--- src/rtl/chan_demux_pkg.sv ---
// Shared constants for the chan_demux word demultiplexer: routing mode
// encodings and default word/counter widths.
package chan_demux_pkg;

  localparam logic MODE_RR  = 1'b0;
  localparam logic MODE_SEL = 1'b1;

  localparam int DATA_W_DEF = 32;
  localparam int CNT_W_DEF  = 16;

endpackage

--- src/rtl/chan_demux_slot.sv ---
// One output channel of chan_demux: a one-deep holding register with
// load/retire/valid logic and, under CHAN_DEMUX_CNT_EN, a delivered-word counter.
module chan_demux_slot
  import chan_demux_pkg::*;
#(
  parameter int DATA_W = DATA_W_DEF,
  parameter int CNT_W  = CNT_W_DEF
) (
  input  logic              clk,
  input  logic              rst_n,
  input  logic              load,
  input  logic [DATA_W-1:0] in_data,
  input  logic              ready,
  output logic [DATA_W-1:0] data,
  output logic              valid,
  output logic [CNT_W-1:0]  cnt
);

  logic retire;
  assign retire = valid & ready;

  // NOTE: data is reset because the outputs must read 0 after reset; it is
  // otherwise only written on load, so it keeps its value after a retire.
  always_ff @(posedge clk or negedge rst_n) begin
    if (!rst_n) begin
      data  <= '0;
      valid <= 1'b0;
    end else begin
      // A load on the same cycle as a retire wins: the new word replaces the old.
      if (load) begin
        data  <= in_data;
        valid <= 1'b1;
      end else if (retire) begin
        valid <= 1'b0;
      end
    end
  end

`ifdef CHAN_DEMUX_CNT_EN
  logic [CNT_W-1:0] cnt_q;

  always_ff @(posedge clk or negedge rst_n) begin
    if (!rst_n) begin
      cnt_q <= '0;
    end else if (retire) begin
      cnt_q <= cnt_q + 1'b1;
    end
  end

  assign cnt = cnt_q;
`else
  assign cnt = '0;
`endif

endmodule

--- src/rtl/chan_demux.sv ---
// Registered 1-to-NUM_CH valid/ready word demultiplexer with round-robin or
// explicit-select routing. Optional per-channel counters: CHAN_DEMUX_CNT_EN.
module chan_demux
  import chan_demux_pkg::*;
#(
  parameter  int DATA_W = DATA_W_DEF,
  parameter  int NUM_CH = 2,
  parameter  int CNT_W  = CNT_W_DEF,
  localparam int SEL_W  = (NUM_CH > 1) ? $clog2(NUM_CH) : 1
) (
  input  logic                     clk,
  input  logic                     rst_n,
  input  logic                     mode,
  input  logic [DATA_W-1:0]        in_data,
  input  logic [SEL_W-1:0]         in_sel,
  input  logic                     in_valid,
  output logic                     in_ready,
  output logic [NUM_CH*DATA_W-1:0] out_data,
  output logic [NUM_CH-1:0]        out_valid,
  input  logic [NUM_CH-1:0]        out_ready,
  output logic [SEL_W-1:0]         rr_ptr,
  output logic                     sel_err,
  output logic [NUM_CH*CNT_W-1:0]  cnt_out
);

  localparam logic [SEL_W:0]   CH_LIMIT = (SEL_W + 1)'(NUM_CH);
  localparam logic [SEL_W-1:0] LAST_CH  = SEL_W'(NUM_CH - 1);

  logic [SEL_W-1:0]  tgt;
  logic              tgt_bad;
  logic [NUM_CH-1:0] tgt_hit;
  logic [NUM_CH-1:0] load;
  logic              accept;

  assign tgt     = (mode == MODE_SEL) ? in_sel : rr_ptr;
  assign tgt_bad = (mode == MODE_SEL) && ({1'b0, in_sel} >= CH_LIMIT);

  // NOTE: every always_comb output gets a default first so no latch is inferred.
  always_comb begin
    tgt_hit = '0;
    for (int k = 0; k < NUM_CH; k++) begin
      tgt_hit[k] = !tgt_bad && (tgt == SEL_W'(k));
    end
  end

  // Only the targeted channel can block, and a retiring word frees its slot
  // in the same cycle; an out-of-range select is always accepted and dropped.
  assign in_ready = ~|(tgt_hit & out_valid & ~out_ready);
  assign accept   = in_valid & in_ready;
  assign load     = accept ? tgt_hit : '0;

  // NOTE: sequential state uses non-blocking assignments only.
  always_ff @(posedge clk or negedge rst_n) begin
    if (!rst_n) begin
      rr_ptr  <= '0;
      sel_err <= 1'b0;
    end else begin
      sel_err <= accept & tgt_bad;
      if (accept && (mode == MODE_RR)) begin
        rr_ptr <= (rr_ptr == LAST_CH) ? '0 : rr_ptr + 1'b1;
      end
    end
  end

  for (genvar k = 0; k < NUM_CH; k++) begin : g_slot
    chan_demux_slot #(
      .DATA_W (DATA_W),
      .CNT_W  (CNT_W)
    ) u_slot (
      .clk     (clk),
      .rst_n   (rst_n),
      .load    (load[k]),
      .in_data (in_data),
      .ready   (out_ready[k]),
      .data    (out_data[k*DATA_W +: DATA_W]),
      .valid   (out_valid[k]),
      .cnt     (cnt_out[k*CNT_W +: CNT_W])
    );
  end

endmodule

--- config.mk ---
export PLATFORM = sky130hd
export DESIGN_NAME = chan_demux
export DESIGN_NICKNAME = d
export VERILOG_FILES = /design/src/rtl/chan_demux_pkg.sv /design/src/rtl/chan_demux_slot.sv /design/src/rtl/chan_demux.sv
export SDC_FILE = /design/constraint.sdc
export NUM_CORES = 1
export LEC_CHECK = 0
export BUFFER_PORTS_ARGS = -buffer_cell sky130_fd_sc_hd__buf_4
export CORE_MARGIN = 1.5
export CORE_UTILIZATION = 42
export DETAILED_ROUTE_END_ITERATION = 6
export HOLD_SLACK_MARGIN = 0.08
export PLACE_DENSITY_LB_ADDON = 0.25
export SYNTH_ARGS = -nofsm -noshare
export SYNTH_HDL_FRONTEND = slang
export SYNTH_SLANG_ARGS = --single-unit
--- constraint.sdc ---
create_clock -name clk -period 1.4 [get_ports clk]
set_input_delay 0.28 -clock clk [delete_from_list [all_inputs] [get_ports clk]]
set_output_delay 0.28 -clock clk [all_outputs]
set_load 0.01 [all_outputs]
Yosys cells after proc, flatten, opt, wreduce, memory -nomap -nowiden
Index checks and enable logic that the tools add are counted.
{ "classes": {"addsub": 1, "bitwise": 8, "n_mux": 7, "n_reduce_logical": 5} }
{ "ops": {"columns": ["cell", "n"], "rows": [
  ["1-bit 2-to-1 mux", 6],
  ["2-bit AND", 2],
  ["2-bit nonzero test", 2],
  ["1-bit AND", 3],
  ["2-bit 2-to-1 mux", 1],
  ["1-bit NOT", 2],
  ["2-bit NOT", 1],
  ["2-bit OR reduction", 1],
  ["1-bit adder (second input constant)", 1],
  ["1-bit logical AND", 1],
  ["1-bit zero test", 1]
]} }
{ "word_totals": {"register_bits": 67, "inputBits": 39} }

Depth between registers and ports, before layout
{ "depth": {"word_depth": 9, "depth_mapped": 4, "depth_no_buf": 3} }

Modules after synthesis
From an unflattened synthesis, not the netlist that was laid out.
{ "unflattened": {"hier_cells": 188, "hier_area_um2": 3106.7} }
{ "by_module_without_submodules": {"columns": ["mod", "cells_per_inst", "seq_area_each_um2", "instances", "area_each_um2"], "rows": [
  ["chan_demux_slot", 88, 825.8, 2, 1501.4],
  ["chan_demux", 12, 25.0, 1, 103.8]
]} }

Least setup slack after synthesis
Ideal clock, no wire load.
{ "synth_timing": {"path_kind": "reg-to-reg", "from": "register rr_ptr", "to": "register g_slot[1].u_slot.data[10]", "path_slack_ns": -0.112, "stages_incl_launch_ff": 5, "n_path_buf": 1, "setup_time_ns": 0.125, "synth_period_minus_slack_ns": 1.512, "required_ns": 1.275, "arrival_time_ns": 1.387, "path_cell_list": "dfrtp_1 > mux2i_2 > nand3b_4 > buf_8 > mux2_4"} }
{ "synth_via": {"elab_chain_len": 8} }
{ "synth_lines": {"columns": ["element", "line_no", "source"], "rows": [
  ["start: declaration", "chan_demux.sv:21", "output logic [SEL_W-1:0] rr_ptr,"],
  ["start signal: assignment", "chan_demux.sv:60", "rr_ptr <= (rr_ptr == LAST_CH) ? '0 : rr_ptr + 1'b1;"],
  ["1-bit 2-to-1 mux (*)", "chan_demux.sv:35", "assign tgt = (mode == MODE_SEL) ? in_sel : rr_ptr;"],
  ["1-bit NOT", "chan_demux.sv:42", "tgt_hit[k] = !tgt_bad && (tgt == SEL_W'(k));"],
  ["2-bit AND (2 in a row)", "chan_demux.sv:48", "assign in_ready = ~|(tgt_hit & out_valid & ~out_ready);"],
  ["2-bit OR reduction", "chan_demux.sv:48", null],
  ["1-bit zero test", "chan_demux.sv:48", null],
  ["1-bit AND", "chan_demux.sv:49", "assign accept = in_valid & in_ready;"],
  ["2-bit 2-to-1 mux (*)", "chan_demux.sv:50", "assign load = accept ? tgt_hit : '0;"],
  ["end signal: assignment", "chan_demux_slot.sv:31", "data <= in_data;"],
  ["end: declaration", "chan_demux_slot.sv:14", "output logic [DATA_W-1:0] data,"]
]} }
Mark *: on every way between the ends. The rest lies on a longest branch, timed or not.
A chain may end at the register's enable or synchronous reset.

Final worst setup path
{ "layout_timing": {"from": "register rr_ptr", "to": "output in_ready"} }
{ "layout_via": {"elab_chain_len": 6} }
{ "layout_lines": {"columns": ["element", "line_no", "source"], "rows": [
  ["1-bit 2-to-1 mux (*)", "chan_demux.sv:35", null],
  ["1-bit NOT", "chan_demux.sv:42", null],
  ["2-bit AND (*) (2 in a row)", "chan_demux.sv:48", null],
  ["2-bit OR reduction (*)", "chan_demux.sv:48", null],
  ["1-bit zero test (*)", "chan_demux.sv:48", null],
  ["end: declaration", "chan_demux.sv:17", "output logic in_ready,"]
]} }
Marked as above.

==> impl_metrics.env <==
export IMPL_status="complete, but fails checks"
export IMPL_failed_checks="setup timing"
export IMPL_antenna_found_initial=0
export IMPL_min_period_over_period=1.16
export IMPL_irDropWorstVdd_v=0.000782
export IMPL_internal_power_uw=5340
export IMPL_vias_per_cell=4.36
export IMPL_worst_path_buf_inv=1
export IMPL_numCtsBuffers=9
export IMPL_cts_buffer_depth=2
export IMPL_power_density_nw_per_um2=1800
export IMPL_r2r_end="g_slot[1].u_slot.data[4]"
export IMPL_path_cells="mux2i_4 > mux2_4 > buf_6"
export IMPL_grt_overflow_total=0
export IMPL_start_util=0.434
export IMPL_synth_top_cell_area_share=0.565
export IMPL_wire_per_inst_um=14.6
export IMPL_wl_mm=6.00
export IMPL_ys_seq_area_frac=0.565
export IMPL_root_buffer="clkbuf_8"
export IMPL_dieWidth_um=87.1
export IMPL_core_area_um2=6830
export IMPL_fin_crit_ps=1630
export IMPL_r2r_start="rr_ptr"
export IMPL_crit_type="register to output port"
export IMPL_grt_pass1_vias=1751
export IMPL_die_h_um=87.1
export IMPL_vias=1791
export IMPL_ff2ff_path_depth=5
export IMPL_critPathArrivalTime_ps=1350
export IMPL_grt_first_pass_wirelength_mm=8.58
export IMPL_gr_usage_met2=0.230
export IMPL_grtUsageMet3=0.0531
export IMPL_ys_warnings_count=0
export IMPL_maxCapViolCount=0
export IMPL_p_clk_frac=0.202
export IMPL_setup_violations=65
export IMPL_hold_end="g_slot[1].u_slot.data[19]"
export IMPL_synth_area_per_cell_um2=16.1
export IMPL_place_congestion=0.707
export IMPL_area_growth_pct=41.0
export IMPL_rsz0062_at_grt="true"
export IMPL_slowest_delay_ps=420
export IMPL_synth_area_leaders="dfrtp_1 (56%), mux2_4 (17%), mux2_2 (12%)"
export IMPL_yosys_area_top_type="dfrtp_1"
export IMPL_power_leakage_uw=0.00215
export IMPL_reg2reg_slack_ps=-220
export IMPL_ant_nets=0
export IMPL_fmax_mhz=613
export IMPL_clkTransAtPathRegs_ps=70
export IMPL_drc=0
export IMPL_dpl_worst_slack_ps=-135
export IMPL_finalClockSkew_ps=10.6
export IMPL_met1_usage=0.201
export IMPL_hold_class="primary input to register"
export IMPL_track_usage=0.154
export IMPL_rows=30
export IMPL_mostFrequentLayoutCell="buf_4"
export IMPL_htreeDepth=3
export IMPL_path_delay_family="multiplexers"
export IMPL_switching_share=0.292
export IMPL_final_cell_mix="buf_4 (109), dfrtp_1 (66), mux2_4 (34)"
export IMPL_netlist_area_um2=2970
export IMPL_cts_sinks=67
export IMPL_first_pass_iters=4
export IMPL_drive_gt1_frac=0.654
export IMPL_portBuffers=106
export IMPL_whs_ps=178
export IMPL_pin_count=140
export IMPL_cts_tree="yes"
export IMPL_holdCritStartpoint="in_data[19]"
export IMPL_grt_busiest_layer="met2"
export IMPL_seqPwrFrac=0.400
export IMPL_synth_cell_types=15
export IMPL_dieArea_um2=7580
export IMPL_power_switching_uw=2210
export IMPL_clkLatencyLatePin_ps=330
export IMPL_nets=349
export IMPL_hold_viol_final=0
export IMPL_hpwl_mm=4.09
export IMPL_worstHoldPathCells=2
export IMPL_setup_slack_ps=-231
export IMPL_crit_slowest_cell="dfrtp_2"
export IMPL_path_max_fanout=2
export IMPL_drtIter0Drc=19
export IMPL_cp_end_kind="output port"
export IMPL_report_final_slew_viol_count=0
export IMPL_combPwrFrac=0.398
export IMPL_diodes=0
export IMPL_start_kind="register"
export IMPL_synth_seq_cells=67
export IMPL_postLayoutCoreUtil=0.613
export IMPL_synth_cells=184
export IMPL_grt_max_degree=33
export IMPL_critPathRequiredTime_ps=1120
synth_stat cells (all sizes together):
cell type	count
mux2i	1
conb	1
buf	41
dfrtp	67
inv	1
mux2	65
a31oi	1
nand2	2
a41oi	1
nand3b	1
nand3	1
nand2b	2
worst max path at each step:
stage          startpoint                         to  slack [ps]  cells past startpoint
6_report           rr_ptr                   in_ready        -230                      3
5_1_grt            rr_ptr   g_slot[1].u_slot.data[9]        -280                      5
4_1_cts            rr_ptr                   in_ready        -250                      3
3_5_place_dp         mode   g_slot[1].u_slot.data[1]        -130                      5
3_3_place_gp         mode   g_slot[1].u_slot.data[1]        -110                      5
2_1_floorplan      rr_ptr  g_slot[1].u_slot.data[10]         -30                      4
repair_timing:
item	in CTS	in global routing
cloned	3	3
setup buffers	3	0
resized for setup	5	0
hold endpoints to repair	28	0
hold buffers	1	0
pin swaps	0	1
setup endpoints to repair	33	66
power by group through the flow:
stage	Combinational [uW]	Sequential, uW	Clock (uW)
after floorplan	1180	3320	0
after global placement	2790	3030	0
after detailed placement	2860	3030	0
after CTS	2990	3020	1570
after global routing	3190	3100	1660
final	3000	3020	1520
final cells by class:
type	instances	area, um2
Clock inverter	5	53.8
Timing Repair Buffer	124	1120
Fill cell	558	2650
Clock buffer	11	131
Inverter	1	3.75
Multi-Input combinational cell	107	1080
Sequential cell	67	1680
Tap cell	96	120
sequential cells by signal (all words and copies together) (netlist names):
signal               flops
rr_ptr                   1
g_slot.u_slot.data      64
g_slot.u_slot.valid      2
cell families after synthesis:
kind of cell	synth area share
flops	0.565
mux	0.293
buf+inv	0.116
simple gates	0.0194
compound gates	0.00506
other cells	0.00126
worst reg2reg max path: cells and delay by family, from the launching register on:
| family | cells | cell delay, ps |
|---|---|---|
| buf+inv | 2 | 440 |
| flops | 1 | 420 |
| mux | 2 | 450 |
| simple gates | 1 | 190 |
layer usage:
| layer | routed length [um] | vias to the layer above | part of all wire |
|---|---|---|---|
| met3 | 498 | 7 | 0.083 |
| met1 | 2610 | 889 | 0.44 |
| met4 | 68 | 0 | 0.011 |
| met5 | 0 | - | 0 |
| met2 | 2820 | 85 | 0.47 |
| li1 | - | 810 | - |
stage by stage:
step           power [uW]  setup TNS (ps)  cell area (um2)  std cells
4_1_cts              7580           -5700             4120        408
3_3_place_gp         5830           -2430             3790        385
5_1_grt              7950          -10210             4190        411
3_5_place_dp         5890           -3120             3790        385
6_report             7540           -6550             4190        411
2_1_floorplan        4510            -908             3100        216
(Power assumes the default switching activity.)
